==> config.mk <==
export PLATFORM = sky130hd
export DESIGN_NAME = probabilistic_search_sequencer
export DESIGN_NICKNAME = d
export VERILOG_FILES = /design/src/rtl/probabilistic_search_pkg.sv /design/src/rtl/probabilistic_search_sequencer_counter.sv /design/src/rtl/probabilistic_search_sequencer.sv
export SDC_FILE = /design/constraint.sdc
export NUM_CORES = 1
export LEC_CHECK = 0
export ABC_CLOCK_PERIOD_IN_PS = 1900
export BUFFER_PORTS_ARGS = -buffer_cell sky130_fd_sc_hd__buf_2
export CORE_ASPECT_RATIO = 0.75
export CORE_MARGIN = 2
export CORE_UTILIZATION = 47
export DETAILED_ROUTE_END_ITERATION = 7
export PLACE_DENSITY = 0.76
export SLEW_MARGIN = 10
export SYNTH_ARGS = -nofsm -noshare
export SYNTH_HDL_FRONTEND = slang
export SYNTH_SLANG_ARGS = --single-unit
==> constraint.sdc <==
create_clock -name in_clock -period 1.9 [get_ports in_clock]
set_input_delay 0.38 -clock in_clock [delete_from_list [all_inputs] [get_ports in_clock]]
set_output_delay 0.38 -clock in_clock [all_outputs]
set_load 0.02 [all_outputs]
==> src/rtl/probabilistic_search_pkg.sv <==
// probabilistic_search_pkg: shared state encoding and widths for the search sequencer
package probabilistic_search_pkg;
  localparam int DEF_COST_WIDTH = 8;
  localparam int DEF_ITER_WIDTH = 16;
  localparam int COST_SOLVED = 0;
  typedef enum logic [2:0] {
    S_IDLE,
    S_REQUEST,
    S_DECIDE,
    S_EVAL,
    S_CHECK,
    S_DONE
  } state_t;
endpackage

==> src/rtl/probabilistic_search_sequencer_counter.sv <==
// search_iteration_counter: completed-iteration counter with latched limit and limit-reached flag
module search_iteration_counter #(
  parameter int W = 16
) (
  input  logic         clk,
  input  logic         rst_n,
  input  logic         load,
  input  logic         inc,
  input  logic [W-1:0] limit,
  output logic [W-1:0] count,
  output logic         at_limit
);
  logic [W-1:0] limit_reg;
  always_ff @(posedge clk or negedge rst_n) begin
    if (!rst_n) begin
      count <= '0;
      limit_reg <= '0;
    end else if (load) begin
      count <= '0;
      limit_reg <= limit;
    end else if (inc) begin
      count <= count + W'(1);
    end
  end
  assign at_limit = count == limit_reg;
endmodule

==> src/rtl/probabilistic_search_sequencer.sv <==
// probabilistic_search_sequencer: sequences request/decide/evaluate/check of the Metropolis acceptance loop
module probabilistic_search_sequencer
  import probabilistic_search_pkg::*;
#(
  parameter int COST_WIDTH = DEF_COST_WIDTH,
  parameter int ITER_WIDTH = DEF_ITER_WIDTH
) (
  input  logic                  in_clock,
  input  logic                  in_reset_n,
  input  logic                  in_start,
  input  logic                  in_abort,
  input  logic [COST_WIDTH-1:0] in_initial_cost,
  input  logic [ITER_WIDTH-1:0] in_max_iter,
  output logic                  out_sample_req,
  input  logic                  in_sample_valid,
  input  logic [COST_WIDTH-1:0] in_proposed_cost,
  output logic [COST_WIDTH-1:0] out_u,
  output logic [COST_WIDTH-1:0] out_v,
  output logic                  out_prob_enable,
  input  logic                  in_accept,
  output logic                  out_commit,
  output logic                  out_busy,
  output logic                  out_done,
  output logic                  out_solved,
  output logic [ITER_WIDTH-1:0] out_iter_count
);
  state_t state, state_nxt;
  logic [COST_WIDTH-1:0] cost_reg, v_reg;
  logic start_ok, cost_zero, init_zero, at_limit;
  assign start_ok  = in_start && (state == S_IDLE || state == S_DONE);
  assign cost_zero = cost_reg == COST_WIDTH'(COST_SOLVED);
  assign init_zero = in_initial_cost == COST_WIDTH'(COST_SOLVED);
  always_ff @(posedge in_clock or negedge in_reset_n) begin
    if (!in_reset_n) state <= S_IDLE;
    else state <= state_nxt;
  end
  // abort outranks start, and start outranks the normal sequence
  always_comb begin
    state_nxt = state;
    if (in_abort) state_nxt = S_IDLE;
    else if (start_ok) state_nxt = (init_zero || in_max_iter == '0) ? S_DONE : S_REQUEST;
    else begin
      case (state)
        S_IDLE:    state_nxt = S_IDLE;
        S_REQUEST: state_nxt = in_sample_valid ? S_DECIDE : S_REQUEST;
        S_DECIDE:  state_nxt = S_EVAL;
        S_EVAL:    state_nxt = S_CHECK;
        S_CHECK:   state_nxt = (cost_zero || at_limit) ? S_DONE : S_REQUEST;
        S_DONE:    state_nxt = S_DONE;
        default:   state_nxt = S_IDLE;
      endcase
    end
  end
  always_ff @(posedge in_clock or negedge in_reset_n) begin
    if (!in_reset_n) begin
      cost_reg <= '0;
      v_reg <= '0;
      out_commit <= 1'b0;
      out_solved <= 1'b0;
    end else begin
      out_commit <= !in_abort && state == S_EVAL && in_accept;
      if (in_abort) begin
        out_solved <= 1'b0;
      end else if (start_ok) begin
        cost_reg <= in_initial_cost;
        out_solved <= init_zero;
      end else begin
        if (state == S_REQUEST && in_sample_valid) v_reg <= in_proposed_cost;
        if (state == S_EVAL && in_accept) cost_reg <= v_reg;
        if (state == S_CHECK) out_solved <= cost_zero;
      end
    end
  end
  search_iteration_counter #(.W(ITER_WIDTH)) u_counter (
    .clk      (in_clock),
    .rst_n    (in_reset_n),
    .load     (start_ok && !in_abort),
    .inc      (state == S_EVAL && !in_abort),
    .limit    (in_max_iter),
    .count    (out_iter_count),
    .at_limit (at_limit)
  );
  assign out_sample_req  = state == S_REQUEST;
  assign out_prob_enable = state == S_DECIDE;
  assign out_busy        = !(state == S_IDLE || state == S_DONE);
  assign out_done        = state == S_DONE;
  assign out_u           = cost_reg;
  assign out_v           = v_reg;
endmodule
==> flow_summary_export.csv <==
group,metric,value,unit
place,dp_hpwl,4990,µm
synthesis,synthTopCellsByArea,"dfrtp_1, mux2_2, xnor2_1",
clock_network,cts_root_buffer,"clkbuf_8",
timing,setup_viol,0,
clock_network,htreeDepth,2,
critical_path,rrSetupSlack,0.07,ns
finish,finish.utilization,62.3,%
global_route,overflow,0,
synthesis,synth.avg_cell_area,10.9,µm²
synthesis,synth_top_family_by_area,"simple AND/OR/NAND/NOR gates",
critical_path,critPathCaptureType,"flip-flop",
clock_network,post_cts_buffers,0,
routing,drt-initial-drc-count,119,
floorplan,start_util,49.1,%
critical_path,reg2reg_to,"u_counter.count[15]$_DFFE_PN0P_",
floorplan,ios,76,
timing,finClkSkew,0.0116,ns
floorplan,die_h,69.1,µm
synthesis,yosys.area_share.simple,16.7,%
routing,viasPerCell,5.40,
timing,rsz0062_at_grt,"true",
routing,route.detailed.drc,0,
clock_network,clk_latency,0.31,ns
routing,final_antenna_net_count,0,
synthesis,yosysSeqAreaShare,50.0,%
place,gp_congestion,0.899,
timing,finalCritPeriodShare,96.6,%
timing,drv_slew,0,
synthesis,synth.yosys.warnings,0,
clock_network,cts_tree,"built",
power,p_switching,0.00120,W
synthesis,synth-xor-area-share,8.58,%
floorplan,dieArea,6270,µm²
synthesis,synth_fa_ha_area_share,0.943,%
clock_network,clkSinkCount,53,
clock_network,cts-buffers-inserted,5,
critical_path,crit_fanout,5,
critical_path,cp-start-kind,"flip-flop",
flow_run,maxCapViolCount,0,
global_route,grt_max_degree,33,
place,port_buffers,75,
clock_network,clk_path_buf_depth,2,
finish,area_growth_syn_to_layout,27.0,%
synthesis,synth-compound-area-share,7.40,%
power,swShare,34.9,%
synthesis,synthDominantCellAreaShare,50.0,%
critical_path,cp_slowest_cell,"or4_1",
power,peakVddDrop,0.750,mV
routing,vias,2237,
power,p_leak,1.60,nW
floorplan,coreArea,5410,µm²
finish,multi_input_area,1240,µm²
routing,finalWirelength,6390,µm
critical_path,crit_type,"flip-flop to flip-flop",
routing,wl_per_cell,15.4,µm
synthesis,synthDistinctLibCells,41,
finish,fill_cells,481,
critical_path,required,2.14,ns
synthesis,synth-seq-cells,53,
critical_path,r2r-start,"state[2]$_DFF_PN0_",
power,total_power,0.00344,W
finish,drive_gt1_share,39.8,%
timing,hold_ws,0.00573,ns
timing,worst_pin_slew,0.464,ns
power,p_per_area,1020,nW/µm²
global_route,grtUsageTotal,21.7,%
critical_path,max_stage_delay,0.49,ns
hold_path,hp-class,"input port to asynchronous set/reset pin",
power,p_int,0.00224,W
global_route,grt_pass1_wl,10900,µm
critical_path,worstPathArrival,2.08,ns
critical_path,critPathBufInv,0,
synthesis,syn_inst,244,
timing,fmax,545,MHz
synthesis,synth_area_leader_cell,"dfrtp_1",
synthesis,synth_nets,284,
timing,max_slew_margin,69.1,%
finish,regArea,1330,µm²
timing,fin_crit,1.83,ns
routing,drtPass1Iterations,5,
critical_path,crit_chain,"nand4bb_1, or3_4, or4_1, a21oi_1",
finish,final_common_cell,"buf_2",
finish,final_nets,378,
finish,antennaDiodeCount,0,
power,combPwrFrac,32.9,%
synthesis,synth_area,2660,µm²
power,seq_power_share,47.6,%
synthesis,ys.flop_type,"dfrtp_1",
synthesis,async_reset_ff_share,100,%
timing,hold_viol_final,0,
synthesis,synth_edf_count,0,
finish,final_cell_mix,"buf_2, dfrtp_1, mux2_2",
synthesis,muxShareOfSynthArea,13.2,%
critical_path,cpLargestDelayFamily,"simple AND/OR/NAND/NOR gates",
critical_path,reg2reg_depth,4,
clock_network,clkTransAtPathRegs,0.10,ns
global_route,grt_pass1_vias,2230,
floorplan,num_rows,23,
status,status,"finished, final reports clean",
power,p_clk_share,19.6,%
global_route,antenna_found_initial,0,
floorplan,die_x,90.8,µm
-- Yosys cell counts, types with 2 or more instances --
cell type   n
nor3_1      3
clkbuf_1    3
nand4_1     9
and2_1      2
a21oi_1     8
nor4_1     13
inv_1       6
and4_1      2
nor2_1     11
buf_2       6
or3_1       4
nand3_1     6
o22ai_1     2
mux2i_1     8
o21ai_0    15
ha_1        2
nand2_1    18
xor2_1      3
xnor2_1    23
mux2_2     24
and3_1      4
dfrtp_1    53
-- power by group through the flow --
| stage | registers, W | clock network, W | logic [W] |
|---|---|---|---|
| finish | 0.00164 | 0.000674 | 0.00113 |
| global route | 0.00168 | 0.000740 | 0.00124 |
| CTS | 0.00164 | 0.000684 | 0.00114 |
| detailed placement | 0.00166 | 0 | 0.00114 |
| global placement | 0.00165 | 0 | 0.00111 |
| floorplan | 0.00182 | 0 | 0.000552 |
-- routing by layer --
metal	up-vias	global-route usage, %	part of all wire, %
met5	-	0	0
met4	0	6.57	1.4
met3	10	5.36	6.9
met2	80	33.6	46
met1	1073	30.3	45
li1	1074	-	-
-- cells by family (layout without fill, tap and decap cells) --
group / count (synthesis) / after routing
xor+xnor: 26 / 26
buf+inv: 18 / 113
mux: 32 / 32
fa+ha+maj: 2 / 2
flops: 53 / 53
simple gates: 80 / 80
compound gates: 33 / 33
-- final cells by class --
class                   instances  area share, %
clock buffers                   6           2.45
clock inverters                 2          0.408
inverters                       7          0.780
multi-input cells             173           36.9
flip-flops and latches         53           39.3
well taps                      75           2.78
repair buffers                 98           17.4
-- per-stage QoR --
stage               worst slack (ns)  std cells  instance area [µm²]  setup TNS [ns]
global route                 -0.0108        414                 3370         -0.0123
finish                        0.0655        414                 3370               0
global placement              0.0658        406                 3270               0
floorplan                     0.0137        244                 2660               0
detailed placement           0.00356        406                 3270               0
CTS                           0.0255        414                 3370               0
-- what timing repair did --
item                                    in CTS  in global routing
hold buffers                                 0                  0
resized for setup                            0                  1
endpoints found under the setup margin       0                  3
-- worst max-delay path by stage --
stage	endpoint	cells past startpoint	from
finish	u_counter.count[15]$_DFFE_PN0P_	4	state[2]$_DFF_PN0_
global route	out_busy	3	state[2]$_DFF_PN0_
CTS	out_sample_req	5	state[2]$_DFF_PN0_
detailed placement	u_counter.count[15]$_DFFE_PN0P_	5	in_abort
global placement	u_counter.count[12]$_DFFE_PN0P_	6	in_abort
floorplan	out_v[0]$_DFFE_PN0P_	7	state[2]$_DFF_PN0_
Power figures use the tool's default switching activity.
